**src/rtl/reg_file_mp.sv**
```systemverilog
// reg_file_mp: multi-port register file with x0 hardwired to zero and a per-register busy scoreboard.
// Define REGFILE_BYPASS_EN to forward same-edge write data combinationally to matching read ports.
module reg_file_mp #(
  parameter int DATA_W   = 64,
  parameter int NUM_REGS = 32,
  parameter int NUM_RD   = 2,
  parameter int NUM_WR   = 1,
  localparam int ADDR_W  = $clog2(NUM_REGS)
) (
  input  logic                       clk,
  input  logic                       rst_n,
  input  logic [NUM_RD*ADDR_W-1:0]   rd_addr,
  output logic [NUM_RD*DATA_W-1:0]   rd_data,
  input  logic [NUM_WR-1:0]          wr_en,
  input  logic [NUM_WR*ADDR_W-1:0]   wr_addr,
  input  logic [NUM_WR*DATA_W-1:0]   wr_data,
  input  logic                       alloc_en,
  input  logic [ADDR_W-1:0]          alloc_addr,
  output logic [NUM_REGS-1:0]        busy,
  output logic [NUM_RD-1:0]          rd_busy
);

  logic [DATA_W-1:0]   mem    [NUM_REGS];
  logic [DATA_W-1:0]   wr_val [NUM_REGS];
  logic [NUM_REGS-1:0] wr_hit;
  logic [NUM_REGS-1:0] busy_q;
  logic [NUM_REGS-1:0] busy_nxt;

  // Ports are scanned in ascending order so the highest-numbered port wins a same-address conflict.
  always_comb begin
    wr_hit = '0;
    for (int r = 0; r < NUM_REGS; r++) wr_val[r] = '0;
    for (int j = 0; j < NUM_WR; j++) begin
      if (wr_en[j] && (wr_addr[j*ADDR_W +: ADDR_W] != '0)) begin
        wr_hit[wr_addr[j*ADDR_W +: ADDR_W]] = 1'b1;
        wr_val[wr_addr[j*ADDR_W +: ADDR_W]] = wr_data[j*DATA_W +: DATA_W];
      end
    end
  end

  // A same-edge alloc overrides the write's clear: the new producer still owes a result.
  always_comb begin
    busy_nxt = busy_q & ~wr_hit;
    if (alloc_en && (alloc_addr != '0)) busy_nxt[alloc_addr] = 1'b1;
    busy_nxt[0] = 1'b0;
  end

  always_ff @(posedge clk or negedge rst_n) begin
    if (!rst_n) begin
      for (int r = 0; r < NUM_REGS; r++) mem[r] <= '0;
    end else begin
      for (int r = 0; r < NUM_REGS; r++) begin
        if (wr_hit[r]) mem[r] <= wr_val[r];
      end
    end
  end

  always_ff @(posedge clk or negedge rst_n) begin
    if (!rst_n) busy_q <= '0;
    else        busy_q <= busy_nxt;
  end

  always_comb begin : rd_mux
    logic [ADDR_W-1:0] ra;
    ra      = '0;
    rd_data = '0;
    rd_busy = '0;
    for (int k = 0; k < NUM_RD; k++) begin
      ra         = rd_addr[k*ADDR_W +: ADDR_W];
      rd_busy[k] = busy_q[ra];
      if (ra != '0) begin
`ifdef REGFILE_BYPASS_EN
        rd_data[k*DATA_W +: DATA_W] = wr_hit[ra] ? wr_val[ra] : mem[ra];
`else
        rd_data[k*DATA_W +: DATA_W] = mem[ra];
`endif
      end
    end
  end

  assign busy = busy_q;

endmodule

```
**config.mk**
```make
export PLATFORM = sky130hd
export DESIGN_NAME = reg_file_mp
export DESIGN_NICKNAME = d
export VERILOG_FILES = /design/src/rtl/reg_file_mp.sv
export SDC_FILE = /design/constraint.sdc
export NUM_CORES = 2
export LEC_CHECK = 0
export BUFFER_PORTS_ARGS = -buffer_cell sky130_fd_sc_hd__buf_2
export CORE_UTILIZATION = 55
export CTS_CLUSTER_DIAMETER = 30
export DETAILED_ROUTE_END_ITERATION = 12
export PLACE_DENSITY = 0.71
export SLEW_MARGIN = 15
export SYNTH_ARGS = -nofsm -noshare
export SYNTH_HDL_FRONTEND = slang
export SYNTH_SLANG_ARGS = --single-unit
```
**constraint.sdc**
```tcl
create_clock -name clk -period 5 [get_ports clk]
set_input_delay 0.25 -clock clk [delete_from_list [all_inputs] [get_ports clk]]
set_output_delay 0.25 -clock clk [all_outputs]
set_load 0.01 [all_outputs]
```
After elaboration in Yosys (flattened, before gate mapping):

Cells that the tools add are included.
Widths: inputs -> output; s select.

* flip-flop bits (word level): 2079
* input bits: 88
* output and inout port bits: 162
* word-level logic and storage cells: 80

* $lt $le $gt $ge: 10
* muxes and demuxes: 21
* bitwise operators: 7
* reductions and logical operators: 9

Operator list (number)
* $and 2048x2048->2048: 1
* $mux 2048: 1
* $bmux 64 s5: 2
* $mux 64: 7
* $demux 64 s5: 1
* $mux 32: 2
* $and 32x32->32: 1
* $not 32->32: 1
* $or 32x32->32: 1
* $lt 5x6->1 const B: 4
* $reduce_bool 5->1: 4
* $ge 6x6->1 const B: 3
* $not 5->6: 3
* $bmux 1 s5: 2
* $demux 1 s5: 2
* $ge 5x1->1 const B: 2
* $lt 6x1->1 const B: 1
* $logic_and 1x1->1: 5
* $mux 1: 4

Logic depth before layout (Yosys ltp):

* depth in word-level cells: 9
* mapped depth: 9
* mapped depth without buffers: 4

Worst setup path after synthesis:

Ideal clock, no wire load.

* path kind: input port to output port
* from: input port rd_addr[0]
* to: output port rd_data[11]
* arrival time: 1.991 ns
* data required time: 4.750 ns
* path slack: 2.759 ns
* cell stages on the path: 8
* path buffers: 4
* cell sequence: buf_2 buf_6 buf_4 buf_2 mux4_2 mux2i_1 o22ai_1 a21o_1

* word-level cells in the longest chain between the ends: 5
* elaborated cells between the ends (all ways): 6
* classes of those cells: mux: 4; bitwise: 1; reduce/logical: 1

RTL lines
* start: declaration: RTL line 12 `input logic [NUM_RD*ADDR_W-1:0] rd_addr,`
* $not 5->6 (implied by the code): RTL line 75 `rd_data[k*DATA_W +: DATA_W] = mem[ra];`
* $bmux 64 s5: RTL line 75
* $mux 64 (implied by the code) (2 in series): RTL line 75
* $mux 64 (*): RTL line 71 `if (ra != '0) begin`
* end: declaration: RTL line 13 `output logic [NUM_RD*DATA_W-1:0] rd_data,`

Every way passes the cells marked *; elsewhere a longest branch is shown, timed or not. The select of a mux whose other input is x is not followed.

Worst setup path in the final report:

* from: input port rd_addr[0]
* to: output port rd_data[34]

The elaborated chain is that of the path after synthesis.

==> flow_summary.json <==
{
  "finalHoldViolCount": 0,
  "pwr_density_cell_mw_per_mm2": 501,
  "skew_ps": 0,
  "root_buffer": "clkbuf_16",
  "pin_count": 250,
  "portBuffers": 248,
  "hold_class": "input pin to register",
  "relSlewSlack_pct": 16.0,
  "hold_ws_ps": 73.0,
  "die_x_microns": 449,
  "synth_top_area_share_pct": 47.4,
  "final_cell_mix": "2079 x dfrtp_1, 1957 x mux2_2, 1125 x mux4_2",
  "dp_hpwl_mm": 198,
  "cts-htree-levels": 5,
  "cap_violations": 0,
  "synth.distinct_cells": 56,
  "fin_ws_ps": 1340,
  "worst_setup_path_end_kind": "output pin",
  "synthesis.nets": 6885,
  "p_clk_share_pct": 49.1,
  "drt_iter0_markers": 7456,
  "clk_pin_slew_ps": 50,
  "fin_cells": 10000,
  "post-place-cells": 9072,
  "globalplace.congestion": 0.882,
  "vias_per_cell": 6.99,
  "die_h_microns": 449,
  "switching_share_pct": 25.8,
  "cp_max_fo": 52,
  "layout_commonest_cell": "dfrtp_1",
  "ys_seq_area_share_pct": 47.4,
  "post_cts_resized": 0,
  "clock_path_buffers": 4,
  "status": "complete, no violations",
  "combinationalPowerShare_pct": 16.6,
  "p_leak_uw": 0.0576,
  "grt_overflow": 0,
  "clk-insertion-delay-late_ps": 1000,
  "holdCritStartpoint": "wr_addr[4]",
  "synth_warnings": 0,
  "seqPwrFrac_pct": 34.3,
  "post-route-period-util_pct": 73.2,
  "ys_ff_latch": 2079,
  "cts_tree": "done",
  "fin_tns_setup_ps": 0,
  "timing.rr.start": "busy[12]",
  "rows": 163,
  "postLayoutCellArea_sq_mm": 0.131,
  "start_util_pct": 55.5,
  "nets": 7071,
  "cts_buffers": 469,
  "start_kind": "input pin",
  "synth.largest_area_cell": "dfrtp_1",
  "peakVddDrop_mv": 0.505,
  "grt.total_usage_pct": 35.8,
  "rsz0062_at_grt": "false",
  "synthFlopType": "dfrtp_1",
  "drt_pass1_iterations": 5,
  "min_period_ps": 3660,
  "synth-edff-count": 0,
  "worstMarginPinSlew_ps": 1230,
  "syn_avg_cell_area_sq_um": 16.2,
  "drc": 0,
  "dp_slack_ps": 1340,
  "core_region_area_sq_mm": 0.198,
  "grt_pass1_wl_mm": 526,
  "fmax_mhz": 273,
  "dieArea_sq_mm": 0.201,
  "cp.arrival_ps": 3410,
  "finalMaxSlewViolations": 0,
  "grt_pass1_vias": 74200,
  "area_growth_pct": 19.0,
  "syn_area_sq_mm": 0.110,
  "wl_per_cell_microns": 35.5,
  "via_count": 70000,
  "layout-drive-gt1-share_pct": 59.4,
  "p_sw_uw": 16900,
  "cp-startpoint": "rd_addr[0]",
  "antenna_found_initial": 24,
  "cts.sinks": 2079,
  "drt-total-wl_mm": 356,
  "async_flop_share_pct": 100,
  "internal_power_uw": 48500,
  "syn_inst": 6797,
  "ys_top_cells_by_area": "dfrtp_1 47%, mux4_2 23%, mux2_2 20%, mux2i_1 2.7%, clkbuf_1 1.5%",
  "ant_nets": 0,
  "worstSetupPathType": "input pin to output pin",
  "cp.required_ps": 4750,
  "grt_max_degree": 153,
  "setup_viol": 0,
  "placed_area_sq_mm": 0.113
}
## cells in the mapped netlist, drive strengths merged, types with 2 or more instances
| library cell | count |
|---|---|
| a31oi | 2 |
| o211a | 5 |
| nand2 | 57 |
| nor3 | 13 |
| and3 | 3 |
| nand3b | 4 |
| mux2i | 294 |
| inv | 5 |
| nand2b | 9 |
| a32o | 8 |
| o21ai | 33 |
| nand3 | 9 |
| mux2 | 2002 |
| dfrtp | 2079 |
| mux4 | 1125 |
| a21oi | 2 |
| o22ai | 113 |
| a22o | 11 |
| o31ai | 6 |
| a22oi | 7 |
| nor3b | 6 |
| nor2 | 29 |
| nor2b | 11 |
| clkbuf | 437 |
| nand4b | 3 |
| o22a | 12 |
| or2 | 13 |
| a21o | 86 |
| o221ai | 17 |
| a32oi | 4 |
| a2111oi | 3 |
| a31o | 2 |
| a211oi | 12 |
| buf | 363 |
## sequential cells by signal, indices dropped and copies added (netlist names)
signal and cells:
busy 31, mem 2048
## cell families after synthesis
| logic type | count (synthesis) | share of synthesized area (%) |
|---|---|---|
| flops | 2079 | 47.4 |
| compound gates | 328 | 2.13 |
| mux | 3421 | 46.3 |
| simple gates | 162 | 0.751 |
| other cells | 1 | 0.00341 |
| buf+inv | 806 | 3.46 |
## final timing paths
check	endpoint	slack, ps	cells after the start
min in group asynchronous	mem[1271]	150	3
max reg2reg	busy[12]	3680	3
max	rd_data[34]	1340	7
max in group asynchronous	mem[1001]	3880	3
min	busy[6]	70	4
min reg2reg	mem[1985]	370	0
## routing by layer
layer | vias to the layer above | GRT usage [%] | share of wire, %
met5 | - | 0 | 0.031
met4 | 18 | 15.9 | 4.9
met3 | 893 | 9.17 | 9.4
met2 | 3559 | 54.3 | 46
met1 | 38400 | 49.0 | 39
li1 | 27100 | - | -
## area by class of cell
class | instances | area (sq um)
Antenna cell | 13 | 32.5
Timing Repair Buffer | 515 | 4410
Fill cell | 13300 | 67100
Tap cell | 2640 | 3300
Sequential cell | 2079 | 52000
Clock buffer | 580 | 12800
Inverter | 6 | 47.5
Multi-Input combinational cell | 3912 | 54300
Clock inverter | 269 | 3720
## power groups by stage
stage / clock, uW / sequential [uW] / combinational [uW]
global route: 33200 / 22900 / 11400
detailed placement: 0 / 22600 / 10600
global placement: 0 / 22300 / 10400
floorplan: 0 / 21800 / 7910
finish: 32100 / 22500 / 10800
CTS: 32300 / 22400 / 10800
## worst max-delay path, stage by stage
cell     delay (ps)
buf_8           530
buf_4           490
mux4_2          540
mux2i_1         950
o22ai_1         170
a21o_1          240
buf_2           150
## through the flow
stage | total power, uW | util, %
CTS | 65500 | 66.0
finish | 65400 | 66.1
detailed placement | 33200 | 57.3
global route | 67500 | 66.1
floorplan | 29700 | -
global placement | 32700 | 57.2
## timing repair
| action | CTS | global route |
|---|---|---|
| hold buffers | 80 | 0 |
| hold endpoints to repair | 2982 | 0 |
| setup buffers | 0 | 0 |
(Power assumes the default switching activity.)
